## src/rtl/pipe_pkg.sv

```systemverilog
// Shared ID/EX pipeline types: register/operand widths, the captured record,
// the per-edge stage action and the load-use hazard predicate.
package pipe_pkg;

  localparam int unsigned REG_AW = 6;
  localparam int unsigned DATA_W = 32;
  localparam int unsigned CTRL_W = 8;

  localparam logic [REG_AW-1:0] NULL_REG = '0;

  typedef struct packed {
    logic [REG_AW-1:0] ra;
    logic [REG_AW-1:0] rb;
    logic [REG_AW-1:0] rf;
    logic [DATA_W-1:0] op_a;
    logic [DATA_W-1:0] op_b;
    logic [CTRL_W-1:0] ctrl;
    logic              reg_write;
    logic              mem_read;
  } id_ex_t;

  typedef enum logic [1:0] {
    ACT_CAPTURE,
    ACT_HOLD,
    ACT_BUBBLE
  } stage_act_t;

  // Register 0 is hardwired to zero, so a load targeting it is never a hazard.
  function automatic logic is_load_use(
    input logic              valid_ex,
    input logic              mem_read_ex,
    input logic              reg_write_ex,
    input logic              in_valid,
    input logic [REG_AW-1:0] ra_id,
    input logic [REG_AW-1:0] rb_id,
    input logic [REG_AW-1:0] rf_ex
  );
    return valid_ex & mem_read_ex & reg_write_ex & in_valid &
           (rf_ex != NULL_REG) & ((ra_id == rf_ex) | (rb_id == rf_ex));
  endfunction

endpackage

```

## src/rtl/sat_counter.sv

```systemverilog
// Up-counter that increments on enable and sticks at all-ones.
module sat_counter #(
  parameter int unsigned W = 16
) (
  input  logic         clk,
  input  logic         rst_n,
  input  logic         en,
  output logic [W-1:0] count
);

  always_ff @(posedge clk or negedge rst_n) begin
    if (!rst_n) begin
      count <= '0;
    end else if (en && (count != '1)) begin
      count <= count + 1'b1;
    end
  end

endmodule

```

## src/rtl/id_ex_stage.sv

```systemverilog
// ID/EX pipeline register with load-use bubble insertion, EX-busy hold,
// IF/ID stall request and a saturating bubble counter.
module id_ex_stage
  import pipe_pkg::*;
#(
  parameter int unsigned CNT_W = 16
) (
  input  logic              clk,
  input  logic              rst_n,
  input  logic              in_valid,
  input  logic [REG_AW-1:0] ra_id,
  input  logic [REG_AW-1:0] rb_id,
  input  logic [REG_AW-1:0] rf_id,
  input  logic [DATA_W-1:0] op_a_id,
  input  logic [DATA_W-1:0] op_b_id,
  input  logic [CTRL_W-1:0] ctrl_id,
  input  logic              reg_write_id,
  input  logic              mem_read_id,
  input  logic              flush,
  input  logic              ex_busy,
  output logic              valid_ex,
  output logic [REG_AW-1:0] ra_ex,
  output logic [REG_AW-1:0] rb_ex,
  output logic [REG_AW-1:0] rf_ex,
  output logic [DATA_W-1:0] op_a_ex,
  output logic [DATA_W-1:0] op_b_ex,
  output logic [CTRL_W-1:0] ctrl_ex,
  output logic              reg_write_ex,
  output logic              mem_read_ex,
  output logic              stall_if_id,
  output logic [CNT_W-1:0]  bubble_count
);

  id_ex_t     stage_q;
  id_ex_t     incoming;
  logic       valid_q;
  logic       load_use;
  stage_act_t act;

  assign load_use = is_load_use(valid_q, stage_q.mem_read, stage_q.reg_write,
                                in_valid, ra_id, rb_id, stage_q.rf);

  assign stall_if_id = ~flush & (ex_busy | load_use);

  // Flush outranks hold, hold outranks the hazard (re-checked once EX frees up).
  always_comb begin
    act = ACT_CAPTURE;
    if (flush) begin
      act = ACT_BUBBLE;
    end else if (ex_busy) begin
      act = ACT_HOLD;
    end else if (load_use) begin
      act = ACT_BUBBLE;
    end
  end

  always_comb begin
    incoming           = '0;
    incoming.ra        = ra_id;
    incoming.rb        = rb_id;
    incoming.rf        = rf_id;
    incoming.op_a      = op_a_id;
    incoming.op_b      = op_b_id;
    incoming.ctrl      = ctrl_id;
    incoming.reg_write = reg_write_id;
    incoming.mem_read  = mem_read_id;
  end

  always_ff @(posedge clk or negedge rst_n) begin
    if (!rst_n) begin
      valid_q <= 1'b0;
      stage_q <= '0;
    end else begin
      case (act)
        ACT_BUBBLE: begin
          valid_q <= 1'b0;
          stage_q <= '0;
        end
        ACT_HOLD: begin
          valid_q <= valid_q;
          stage_q <= stage_q;
        end
        default: begin
          valid_q <= in_valid;
          stage_q <= in_valid ? incoming : '0;
        end
      endcase
    end
  end

  sat_counter #(.W(CNT_W)) u_bubble_cnt (
    .clk   (clk),
    .rst_n (rst_n),
    .en    (act == ACT_BUBBLE),
    .count (bubble_count)
  );

  assign valid_ex     = valid_q;
  assign ra_ex        = stage_q.ra;
  assign rb_ex        = stage_q.rb;
  assign rf_ex        = stage_q.rf;
  assign op_a_ex      = stage_q.op_a;
  assign op_b_ex      = stage_q.op_b;
  assign ctrl_ex      = stage_q.ctrl;
  assign reg_write_ex = stage_q.reg_write & valid_q;
  assign mem_read_ex  = stage_q.mem_read & valid_q;

endmodule

```

## config.mk

```make
export PLATFORM = sky130hd
export DESIGN_NAME = id_ex_stage
export DESIGN_NICKNAME = d
export VERILOG_FILES = /design/src/rtl/pipe_pkg.sv /design/src/rtl/sat_counter.sv /design/src/rtl/id_ex_stage.sv
export SDC_FILE = /design/constraint.sdc
export NUM_CORES = 1
export LEC_CHECK = 0
export BUFFER_PORTS_ARGS = -buffer_cell sky130_fd_sc_hd__buf_2
export CORE_AREA = 2 2 94 187
export CTS_BUF_LIST = sky130_fd_sc_hd__clkbuf_4
export CTS_CLUSTER_DIAMETER = 60
export CTS_CLUSTER_SIZE = 16
export DETAILED_ROUTE_END_ITERATION = 8
export DIE_AREA = 0 0 96 189
export GPL_ROUTABILITY_DRIVEN = 0
export GPL_TIMING_DRIVEN = 0
export HOLD_SLACK_MARGIN = 0.03
export PLACE_DENSITY_LB_ADDON = 0.12
export SETUP_SLACK_MARGIN = 0.05
export SYNTH_ARGS = -nofsm -noshare
export SYNTH_HDL_FRONTEND = slang
export SYNTH_SLANG_ARGS = --single-unit
```

## constraint.sdc

```tcl
create_clock -name clk -period 4.2 [get_ports clk]
set_input_delay 0 -clock clk [delete_from_list [all_inputs] [get_ports clk]]
set_output_delay 0 -clock clk [all_outputs]
set_load 0.01 [all_outputs]
```

==> run_results.csv <==
group,metric,value,unit
cts,post_cts_buffers,0,
yosys,yosys-top-cells-area,"dfrtp_1 55%, a22o_1 16%, buf_4 14%",
job,max_cap_violations,0,
global_routing,use_met1,15.45,%
final_layout,multi_input_area,1369,sq um
yosys,async_flop_share,100.0,%
yosys,syn_nets,489,
final_layout,fin_area,7284,sq um
cts,ctsResizeCount,0,
route,drtIter0Drc,59,
power,max-vdd-ir-drop,238.7,uV
floorplan,die_y,189,um
yosys,seq_area_frac_synth,55.47,%
sta,tns,0,ps
yosys,yosysTopAreaCellShare,55.47,%
sta,final-setup-viol-count,0,
cts,clk_latency,460,ps
min_path,hp-class,"input port to async pin",
final_layout,fillCellCount,1632,
final_layout,seq_area,2728,sq um
global_routing,busiest_layer,"met2",
yosys,synth_compound_area_share,18.02,%
global_routing,grt-ovfl-total,0,
sta,worst_pin_slew,688.2,ps
floorplan,coreArea,16680,sq um
setup_path,r2r-start,"u_bubble_cnt.count[0]",
yosys,yosys.area_share.simple,4.656,%
floorplan,die_w,96,um
setup_path,crit_required,4590,ps
global_routing,grt_pass1_vias,4345,
yosys,yosys.area.top_type,"dfrtp_1",
route,wl,13.69,mm
cts,clock_path_buffers,2,
setup_path,cp-start-kind,"register",
sta,slew_headroom,54.12,%
route,wl_per_cell,14.97,um
global_routing,grt_antenna_before_repair,1,
sta,slew_viol_final,0,
global_routing,grt_util_met3,3.462,%
yosys,synth_fa_ha_area_share,0.2545,%
yosys,synthesis.area,4917,sq um
cts,tritoncts,"done",
floorplan,placementRows,67,
final_layout,layout.nets,801,
yosys,ys_ff_latch,109,
floorplan,die-area,18140,sq um
power,leakagePower,3.946,nW
place,io_buffers,206,
global_routing,grt_use_met2,29.06,%
floorplan,io_pins,207,
power,pwr_density_cell,285.7,nW/um^2
setup_path,cp-end-kind,"register",
status,status,"complete, no violations",
sta,hold_violations,0,
yosys,synth_top_family_by_area,"compound AO/OA/AOI/OAI gates",
yosys,synthMuxAreaShare,0.4580,%
yosys,syn_inst,391,
sta,rsz0062_at_grt,"false",
setup_path,critical_path.max_fanout,10,
route,drtPass1Iterations,4,
final_layout,drive_above_1_share,46.25,%
sta,period_minus_slack,2184,ps
global_routing,grt_first_pass_wirelength,21.37,mm
sta,max_freq,457.8,MHz
floorplan,initial_core_util,29.48,%
yosys,synth-warning-count,0,
cts,path_clk_slew,150,ps
cts,cts.sinks,109,
cts,htreeDepth,3,
final_layout,areaGrowthSynthToFinish,48.14,%
route,dr_total_vias,4071,
sta,fin_skew,21.63,ps
setup_path,cp.arrival,2570,ps
yosys,synth_edf_count,0,
place,placed_area,6237,sq um
place,dp_hpwl,10.17,mm
setup_path,cp-startpoint,"u_bubble_cnt.count[0]",
route,post-route-drc-count,0,
yosys,ys.flop_type,"dfrtp_1",
global_routing,grt_usage,15.36,%
cts,cts-root-buf,"clkbuf_4",
yosys,synth-xor-area-share,4.453,%
global_routing,grt_start_max_net_pins,59,
sta,fin_crit_sh,52.01,%
setup_path,critPathKind,"register to register",
route,postRouteAntennaNets,0,
yosys,avgSynthCellArea,12.58,sq um
route,avgViaCountPerCell,4.449,
yosys,ys_types,31,
cts,cts_made_buffers,9,
## final timing paths
kind | to | slack [ps] | cells past startpoint
setup / recovery | u_bubble_cnt.count[3] | 2020 | 8
hold / removal | u_bubble_cnt.count[6] | 110 | 2
setup reg to reg | u_bubble_cnt.count[3] | 2020 | 8
hold reg to reg | u_bubble_cnt.count[6] | 500 | 1
max in group asynchronous | op_b_ex[16] | 3330 | 3
min in group clk | u_bubble_cnt.count[14] | 120 | 5
## cell type report
cell class	instances	share of cell area [%]
Sequential cell	109	37.44
Timing Repair Buffer	301	27.48
Multi-Input combinational cell	171	18.79
Buffer	111	11.27
Tap cell	207	3.555
Clock buffer	10	1.031
Clock inverter	5	0.3951
Antenna cell	1	0.03435
## through the flow
step / instances / utilization (%) / power [mW] / setup WS, ps / hold slack (ps)
global route: 915 / 43.67 / 2.207 / 1810 / 83.43
floorplan: 391 / - / 1.388 / 2310 / -295.6
detailed placement: 805 / 37.39 / 1.583 / 1999 / 88.15
CTS: 914 / 43.65 / 2.119 / 1939 / 75.53
finish: 915 / 43.67 / 2.081 / 2016 / 106.0
global placement: 804 / 37.21 / 1.574 / 1784 / 218.2
## power by group
| group | internal, mW | switching, mW |
|---|---|---|
| Clock | 0.122 | 0.337 |
| Combinational | 0.249 | 0.191 |
| Sequential | 1.12 | 0.0661 |
| Total | 1.49 | 0.594 |
## Yosys cell counts, types with 2 or more instances
library cell and count:
nor2_1 4, dfrtp_1 109, mux2_2 2, nand2_1 9, a22o_1 92, buf_2 2, buf_6 8, a21oi_1 3
buf_4 91, xnor2_1 24, nand3_1 3, clkbuf_1 10, and2_1 4, nor2b_1 2, nand4_1 11, and3_1 2
## state kept, by name (all words and copies together), names as in the netlist
signal / count
ctrl_ex: 8
op_a_ex: 32
valid_ex: 1
rf_ex: 6
u_bubble_cnt.count: 16
stage_q: 2
op_b_ex: 32
rb_ex: 6
ra_ex: 6
## metal layers
layer	vias up	routed length, um
met4	0	304
met1	1983	4982
met3	14	698
met2	131	7708
met5	-	0
li1	1943	-
## cell families (layout without fill, tap and decap cells)
family | count (synthesis) | after routing
AO/OA/AOI/OAI | 102 | 102
AND/OR/NAND/NOR | 41 | 41
adder cells (fa/ha/maj) | 1 | 1
XOR/XNOR | 25 | 25
other | 0 | 1
multiplexers | 2 | 2
flip-flops | 109 | 109
buffers and inverters | 111 | 427
## repair_timing
item                                    in CTS  in global routing
hold buffers                                94                  0
hold endpoints to repair                   150                  0
endpoints found under the setup margin       0                  0
## critical path: stages (launching register included)
cell	delay, ps
dfrtp_1	490
ha_1	230
and4_2	300
nand4_1	220
o21a_1	260
a21bo_4	240
buf_6	150
nand4_1	100
xnor2_1	130
## layout by cell type, fill, tap and decap left out, types with 2 or more instances in the layout
cell,instances
nand2_1,9
buf_6,8
xnor2_1,24
buf_2,207
and3_1,2
a22o_1,92
nand3_1,3
clkbuf_4,10
a21oi_1,3
nor2b_1,2
and2_1,4
mux2_2,2
nand4_1,11
dfrtp_1,109
clkinv_1,2
nor2_1,4
clkbuf_1,10
dlygate4sd3_1,94
buf_4,92
Power figures use the tool's default switching activity.
